[config.mk]
export PLATFORM = sky130hd
export DESIGN_NAME = std_dffpipe
export DESIGN_NICKNAME = d
export VERILOG_FILES = /design/src/rtl/std_dffpipe_pkg.sv /design/src/rtl/std_dffpipe_stage.sv /design/src/rtl/std_dffpipe.sv
export SDC_FILE = /design/constraint.sdc
export NUM_CORES = 1
export LEC_CHECK = 0
export ABC_AREA = 1
export CAP_MARGIN = 10
export CORE_MARGIN = 2
export CORE_UTILIZATION = 40
export CTS_BUF_LIST = sky130_fd_sc_hd__clkbuf_8 sky130_fd_sc_hd__clkbuf_16
export DETAILED_ROUTE_END_ITERATION = 7
export MAX_ROUTING_LAYER = met4
export PLACE_DENSITY = 0.67
export REMOVE_ABC_BUFFERS = 1
export SYNTH_ARGS = -nofsm -noshare
export SYNTH_HDL_FRONTEND = slang
export SYNTH_SLANG_ARGS = --single-unit
[constraint.sdc]
create_clock -name clk -period 1.7 [get_ports clk]
set_clock_uncertainty 0.05 [all_clocks]
set_input_delay 0.34 -clock clk [delete_from_list [all_inputs] [get_ports clk]]
set_output_delay 0.34 -clock clk [all_outputs]
set_load 0.02 [all_outputs]
[src/rtl/std_dffpipe_pkg.sv]
// std_pkg: shared constants and helpers for the std_* retiming blocks
// Contents: STD_DFFPIPE_MIN_DEPTH (smallest legal pipeline depth),
//           clog2_cnt(depth) (bits needed to hold a count of 0..depth)
package std_pkg;
   localparam int STD_DFFPIPE_MIN_DEPTH = 1;
   function automatic int clog2_cnt(input int depth);
      return $clog2(depth + 1);
   endfunction
endpackage

[src/rtl/std_dffpipe_stage.sv]
// std_dffpipe_stage: one data/valid register pair of the elastic pipeline
// Ports: clk, reset (async, active-high; data -> RST_VAL, v -> 0),
//        load (capture din, set v), clr (drop v; ignored when load is high),
//        din (stage input data), data/v (registered stage state)
// Macro STD_DFFPIPE_CLR_DATA_EN: clr also reloads data with RST_VAL
module std_dffpipe_stage
   import std_pkg::*;
#(
   parameter int DW = 8,
   parameter logic [DW-1:0] RST_VAL = '0
) (
   input  logic          clk,
   input  logic          reset,
   input  logic          load,
   input  logic          clr,
   input  logic [DW-1:0] din,
   output logic [DW-1:0] data,
   output logic          v
);
   logic [DW-1:0] data_d, data_q;
   logic v_d, v_q;
   always_comb begin
      v_d = load | (v_q & ~clr);
`ifdef STD_DFFPIPE_CLR_DATA_EN
      data_d = load ? din : clr ? RST_VAL : data_q;
`else
      data_d = load ? din : data_q;
`endif
   end
   always_ff @(posedge clk or posedge reset) begin
      if (reset) begin
         data_q <= RST_VAL;
         v_q <= 1'b0;
      end else begin
         data_q <= data_d;
         v_q <= v_d;
      end
   end
   assign data = data_q;
   assign v = v_q;
endmodule

[src/rtl/std_dffpipe.sv]
// std_dffpipe: DEPTH-stage DW-wide elastic register pipeline with bubble collapse
// Ports: clk, reset (async, active-high), flush (sync clear of all valids),
//        in_valid/in_ready/d (upstream handshake; stage 0 captures INVERT ? ~d : d),
//        out_valid/out_ready/q (downstream handshake; q is the last stage register),
//        count (registered number of valid stages)
// Macro STD_DFFPIPE_CLR_DATA_EN: flush and drain also reset stage data to RST_VAL
module std_dffpipe
   import std_pkg::*;
#(
   parameter int DW = 8,
   parameter int DEPTH = 3,
   parameter bit INVERT = 1'b0,
   parameter logic [DW-1:0] RST_VAL = '0,
   localparam int CW = clog2_cnt(DEPTH)
) (
   input  logic          clk,
   input  logic          reset,
   input  logic          flush,
   input  logic          in_valid,
   output logic          in_ready,
   input  logic [DW-1:0] d,
   output logic          out_valid,
   input  logic          out_ready,
   output logic [DW-1:0] q,
   output logic [CW-1:0] count
);
   if (DEPTH < STD_DFFPIPE_MIN_DEPTH || DW < 1) begin : g_bad_param
      $error("std_dffpipe: DEPTH and DW must be >= 1");
   end
   logic [DW-1:0] data [DEPTH];
   logic [DEPTH-1:0] v, adv, load, clr, v_nxt;
   logic [CW-1:0] count_d, count_q;
   logic acc;
   // advance resolves from the output side backward so a stage can move
   // into a slot that is being vacated in the same cycle
   always_comb begin
      adv = '0;
      adv[DEPTH-1] = v[DEPTH-1] & out_ready;
      for (int i = DEPTH - 2; i >= 0; i--) adv[i] = v[i] & (~v[i+1] | adv[i+1]);
   end
   assign in_ready = ~v[0] | adv[0];
   assign acc = in_valid & in_ready & ~flush;
   always_comb begin
      load = '0;
      load[0] = acc;
      for (int i = 1; i < DEPTH; i++) load[i] = ~flush & adv[i-1];
      clr = {DEPTH{flush}} | (adv & ~load);
      v_nxt = load | (v & ~clr);
      count_d = '0;
      for (int i = 0; i < DEPTH; i++) count_d = count_d + CW'(v_nxt[i]);
   end
   always_ff @(posedge clk or posedge reset) begin
      if (reset) count_q <= '0;
      else count_q <= count_d;
   end
   for (genvar g = 0; g < DEPTH; g++) begin : g_stage
      logic [DW-1:0] din;
      if (g == 0) begin : g_in
         assign din = INVERT ? ~d : d;
      end else begin : g_mid
         assign din = data[g-1];
      end
      std_dffpipe_stage #(.DW(DW), .RST_VAL(RST_VAL)) u_stage (
         .clk(clk),
         .reset(reset),
         .load(load[g]),
         .clr(clr[g]),
         .din(din),
         .data(data[g]),
         .v(v[g])
      );
   end
   assign q = data[DEPTH-1];
   assign out_valid = v[DEPTH-1];
   assign count = count_q;
endmodule

==> impl_metrics.json, run 1 <==
{
  "outcome": "finished, final reports clean",
  "ios": 25,
  "min_period_ns": 1.64,
  "numCtsBuffers": 5,
  "pre_cts_slack_ns": -0.266,
  "cp_cell_sequence": "clkdlybuf4s50_1 > nor2_2 > nand2_2 > a21oi_4 > inv_1 > fa_1 > inv_1",
  "critical-path-max-stage-delay_ns": 0.52,
  "netlist-cell-type-count": 17,
  "netlist_area_mm2": 0.00121,
  "cts-root-buf": "clkbuf_8",
  "utilization": 0.566,
  "critPathLaunchType": "input port",
  "ant_nets": 0,
  "worst_ep_arrival_time_ns": 1.76,
  "timing.final.max_slew_violations": 0,
  "grt_max_degree": 30,
  "synthCells": 129,
  "yosysMostFrequentCell": "nand2_1",
  "cpMostUsedCell": "inv_1",
  "end_kind": "flip-flop",
  "grt_pass1_wl_mm": 3.46,
  "ys_warn_count": 0,
  "rows": 19,
  "worst-path-buf-inv": 3,
  "ir_drop_uv": 503,
  "fmax_ghz": 0.610,
  "critical_path_depth": 7,
  "post-dp-hpwl_mm": 1.49,
  "die_area_mm2": 0.00349,
  "cts.sinks": 29,
  "drt_pass1_iterations": 4,
  "grt_pass1_vias": 815,
  "p_leak_nw": 0.836,
  "clk_pin_slew_ns": 0.06,
  "nNetsFinal": 177,
  "ys_ff_latch": 29,
  "fin_ws_ns": 0.0602,
  "async_flop_share": 1.00,
  "vias": 889,
  "reg2regPathDepth": 7,
  "numPortBuffers": 24,
  "rsz0062_at_grt": "no",
  "core_mm2": 0.00283,
  "finalWirelength_mm": 2.03,
  "slew_headroom": 0.739,
  "powerDensity_mw_per_mm2": 1080,
  "hold_path_class": "input port to asynchronous set/reset pin",
  "floorplan.initialDensity": 0.429,
  "grt_overflow": 0,
  "via_per_inst": 4.56,
  "grt_use_total": 0.141,
  "final_hold_viol_count": 0,
  "clock_latency_ns": 0.28,
  "yosysTopAreaCell": "dfrtp_1",
  "tightestPinTransition_ns": 0.388,
  "yosysTopAreaCellShare": 0.597,
  "ctsHoldBuffers": 0,
  "drc": 0,
  "cts_tree": "yes",
  "cp_top_family": "buffers and inverters",
  "worstPathRequired_ns": 1.82,
  "antenna_found_initial": 0,
  "gp_congestion": 0.766,
  "synth_flop_cell": "dfrtp_1",
  "cts_buffer_depth": 2,
  "maxCapViolations": 0,
  "cp_slowest_cell": "fa_1",
  "initialDrtViolationCount": 38,
  "synth_area_per_cell_um2": 9.42,
  "wl_per_cell_um": 10.4,
  "path_class": "input port to flip-flop",
  "synth_edf_count": 0,
  "synth_common_cells": "nand2_1, dfrtp_1, inv_1, nand3_1, o21ai_0",
  "drive_gt1_frac": 0.140,
  "syn_to_final_growth_pct": 31.7,
  "fp.dieH_um": 59.1,
  "cp_max_fo": 3,
  "final_min_period_over_clock_period": 0.965,
  "n_antenna_cell": 0,
  "ys_seq_area_frac": 0.597,
  "chipWidth_um": 59.1,
  "setup_viol": 0,
  "synth_area_leaders": "dfrtp_1, nand2_1, nand3_1",
  "htree_levels": 2
}
-- power by group --
part           internal (W)  switching, W  total (W)
combinational      0.000172      0.000179   0.000351
sequential         0.000804     0.0000601   0.000864
clock              0.000276      0.000245   0.000521
-- placed cells by master, fill, tap and decap left out --
cell type | Yosys | final
nand2_1 | 42 | 41
dfrtp_1 | 29 | 29
clkdlybuf4s50_1 | 0 | 21
inv_1 | 18 | 19
nand3_1 | 16 | 16
o21ai_0 | 8 | 8
buf_4 | 2 | 6
clkbuf_8 | 0 | 5
nor2_2 | 2 | 3
nand2_4 | 2 | 2
a21oi_1 | 2 | 2
clkinv_2 | 0 | 2
dlymetal6s2s_1 | 0 | 2
inv_2 | 1 | 1
nand3_4 | 1 | 1
o21ai_1 | 1 | 1
nand4_1 | 1 | 1
nand2_2 | 0 | 1
a21oi_4 | 1 | 1
fa_1 | 1 | 1
clkbuf_2 | 0 | 1
-- tightest hold or removal path: cells and delay by family --
| kind | cells | cell delay [ns] |
|---|---|---|
| buffers and inverters | 3 | 0.76 |
-- sequential cells by signal (all words and copies together) (netlist names) --
register and cells:
g_stage.u_stage.data 24, count 2, g_stage.u_stage.v 3
-- worst paths after layout --
check | from | end | slack, ns
max | out_ready | count[0] | 0.06
min | reset | count[0] | 0.37
max reg2reg | g_stage[2].u_stage.v | count[0] | 0.10
min reg2reg | g_stage[0].u_stage.data[2] | g_stage[0].u_stage.data[2] | 0.42
max in group asynchronous | reset | g_stage[1].u_stage.data[4] | 0.97
min in group clk | flush | g_stage[1].u_stage.v | 0.37
-- final cells by class --
class,instances,area (µm²)
clock buffers,5,68.8
clock inverters,3,13.8
fillers,253,1230
inverters,19,71.3
multi-input cells,78,397
flip-flops and latches,29,726
well taps,31,38.8
repair buffers,30,285
-- logic make-up (layout without fill, tap and decap cells) --
group / after synthesis / in the layout / synth area share
adder cells (fa/ha/maj): 1 / 1 / 0.0165
AO/OA/AOI/OAI: 12 / 12 / 0.0587
flip-flops: 29 / 29 / 0.597
AND/OR/NAND/NOR: 65 / 65 / 0.247
buffers and inverters: 22 / 57 / 0.0803
-- metal layers --
metal	part of all wire	wire length (µm)	track usage	vias up
met5	0	0	-	-
met2	0.44	891	0.194	21
li1	-	-	-	467
met1	0.49	989	0.176	395
met3	0.041	83	0.0524	6
met4	0.031	62	0.0877	0
-- timing repair --
action | 4_1_cts | 5_1_grt
endpoints found under the hold margin | 0 | 0
cloned | 0 | 0
setup endpoints to repair | 1 | 3
pin swaps | 0 | 1
buffers inserted | 0 | 0
resized for setup | 2 | 5
-- stage by stage --
| stage | area, µm² | total power (W) | TNS [ns] | std cells | hold WS, ns |
|---|---|---|---|---|---|
| after detailed placement | 1510 | 0.00123 | -0.676 | 187 | 0.409 |
| after global routing | 1600 | 0.00184 | 0 | 195 | 0.365 |
| after floorplan | 1190 | 0.00106 | -0.0858 | 126 | 0.347 |
| final | 1600 | 0.00174 | 0 | 195 | 0.365 |
| after global placement | 1510 | 0.00122 | -0.554 | 187 | 0.409 |
| after CTS | 1600 | 0.00175 | 0 | 195 | 0.380 |
Note: power is estimated with default switching activity, not from simulation.
==> inputs of run 2 (changes only) <==
--- a/config.mk
+++ b/config.mk
@@ -10,9 +10,9 @@
 export CORE_MARGIN = 2
 export CORE_UTILIZATION = 40
 export CTS_BUF_LIST = sky130_fd_sc_hd__clkbuf_8 sky130_fd_sc_hd__clkbuf_16
+export CTS_CLUSTER_SIZE = 25
 export DETAILED_ROUTE_END_ITERATION = 7
 export MAX_ROUTING_LAYER = met4
-export PLACE_DENSITY = 0.67
 export REMOVE_ABC_BUFFERS = 1
 export SYNTH_ARGS = -nofsm -noshare
 export SYNTH_HDL_FRONTEND = slang
==> constraint.sdc (replaced) <==
create_clock -name clk -period 1.8 [get_ports clk]
set_clock_uncertainty 0.05 [all_clocks]
set_input_delay 0.36 -clock clk [delete_from_list [all_inputs] [get_ports clk]]
set_output_delay 0.36 -clock clk [all_outputs]
set_load 0.02 [all_outputs]
==> run 2 against run 1 <==
Net effect:
- via count is 0.45% higher
- highest routed layer unchanged
- die area stayed put
- worst setup slack better by 0.020 ns
- first-iteration DRC count stayed put
- utilization is 0.84 points higher
==> impl_metrics.json, run 2 (synthesis gave the netlist of run 1 again) <==
{
  "ctsHoldBuffers": 0,
  "dp.cells": 187,
  "drt_pass1_iterations": 4,
  "p_clk_frac": 0.369,
  "pwr-share-seq": 0.449,
  "nNetsFinal": 177,
  "post-dp-hpwl_mm": 1.53,
  "final_min_period_over_clock_period": 0.955,
  "fmax_ghz": 0.581,
  "power.total_w": 0.00181,
  "cts.sinks": 29,
  "power.net_switching_w": 0.000447,
  "finalWirelength_mm": 2.02,
  "hold_path_class": "input port to asynchronous set/reset pin",
  "grt_pass1_vias": 863,
  "ant_nets": 0,
  "drive_gt1_frac": 0.128,
  "worst_hold_slack_ns": 0.404,
  "tns_ns": 0,
  "drc": 0,
  "numPortBuffers": 24,
  "vias": 893,
  "wl_per_cell_um": 10.4,
  "outcome": "finished, final reports clean",
  "cp_slowest_cell": "fa_1",
  "antenna_found_initial": 0,
  "min_period_ns": 1.72,
  "tightestPinTransition_ns": 0.358,
  "final_hold_viol_count": 0,
  "setup_viol": 0,
  "htree_levels": 2,
  "gp_congestion": 0.696,
  "placedInstanceArea_mm2": 0.00151,
  "syn_to_final_growth_pct": 33.7,
  "n_antenna_cell": 0,
  "final_area_mm2": 0.00162,
  "cpMostUsedCell": "inv_1",
  "layout.cells.most_common": "nand2_1",
  "cts-root-buf": "clkbuf_8",
  "numCtsBuffers": 5,
  "ir_drop_uv": 691,
  "end_kind": "flip-flop",
  "fp.dieH_um": 59.1,
  "chipWidth_um": 59.1,
  "rows": 19,
  "grt_pass1_wl_mm": 3.68,
  "cts_buffer_depth": 2,
  "combPwrFrac": 0.182,
  "num-fill-cells": 273,
  "cts_tree": "yes",
  "worstPathRequired_ns": 1.92,
  "clk_pin_slew_ns": 0.06,
  "cts-resized-gates": 1,
  "power_switching_share": 0.247,
  "worst-path-buf-inv": 3,
  "die_area_mm2": 0.00349,
  "maxCapViolations": 0,
  "timing.final.max_slew_violations": 0,
  "mostFrequentLayoutCells": "nand2_1, dfrtp_1, clkdlybuf4s50_1",
  "via_per_inst": 4.58,
  "cp_top_family": "buffers and inverters",
  "floorplan.initialDensity": 0.429,
  "powerDensity_mw_per_mm2": 1120,
  "slew_headroom": 0.761,
  "grt_overflow": 0,
  "stdcell_count": 195,
  "cp_cell_sequence": "clkdlybuf4s50_1 > nor2_1 > nand2_1 > a21oi_4 > inv_1 > fa_1 > inv_1",
  "postCtsSetupRepairBufs": 0,
  "rsz0062_at_grt": "no",
  "largest_register_ffs": 24,
  "grt_max_degree": 30,
  "path_class": "input port to flip-flop",
  "grt_use_total": 0.147,
  "clock_latency_ns": 0.27,
  "register_area_um2": 726,
  "critPathLaunchType": "input port",
  "p_leak_nw": 0.823,
  "initialDrtViolationCount": 38,
  "critical-path-max-stage-delay_ns": 0.50,
  "p_int_w": 0.00137,
  "core_mm2": 0.00283,
  "worst_ep_arrival_time_ns": 1.84,
  "cp_max_fo": 3,
  "multiInputGateArea_um2": 392,
  "ios": 25
}
-- run 2: power by group through the flow --
| stage | sequential, W | clock [W] | combinational (W) |
|---|---|---|---|
| final | 0.000814 | 0.000669 | 0.000330 |
| after CTS | 0.000815 | 0.000688 | 0.000336 |
| after detailed placement | 0.000826 | 0 | 0.000336 |
| after global routing | 0.000828 | 0.000711 | 0.000370 |
| after global placement | 0.000821 | 0 | 0.000330 |
| after floorplan | 0.000878 | 0 | 0.000120 |
-- run 2: per-layer routing --
metal / GRT usage / wire, µm
met5: - / 0
met2: 0.227 / 961
met3: 0.0655 / 120
met4: 0.0390 / 9
met1: 0.175 / 933
-- run 2: cell type report --
type / count / share of cell area
inverter: 19 / 0.0439
timing repair buffer: 30 / 0.173
multi-input combinational: 78 / 0.241
tap: 31 / 0.0239
sequential: 29 / 0.447
clock buffer: 6 / 0.0508
clock inverter: 2 / 0.0208
-- run 2: stage by stage --
step	utilization	setup WS, ns
after floorplan	-	0.0142
after global placement	0.535	-0.241
after detailed placement	0.535	-0.251
after CTS	0.575	0.0170
after global routing	0.574	0.000626
final	0.574	0.0803
-- run 2: tightest hold or removal path: cells and delay by family --
kind,cells,cell delay (ns)
buffers and inverters,3,0.77
-- run 2: worst paths after layout --
check / cells after the start / start / slack, ns / end
max reg2reg: 7 / g_stage[2].u_stage.v / 0.16 / count[0]
max in group asynchronous: 3 / reset / 1.03 / g_stage[0].u_stage.data[5]
max: 7 / out_ready / 0.08 / count[0]
min in group clk: 2 / g_stage[1].u_stage.data[3] / 0.42 / g_stage[1].u_stage.data[3]
min: 3 / reset / 0.40 / g_stage[2].u_stage.data[5]
min reg2reg: 2 / g_stage[1].u_stage.data[3] / 0.42 / g_stage[1].u_stage.data[3]
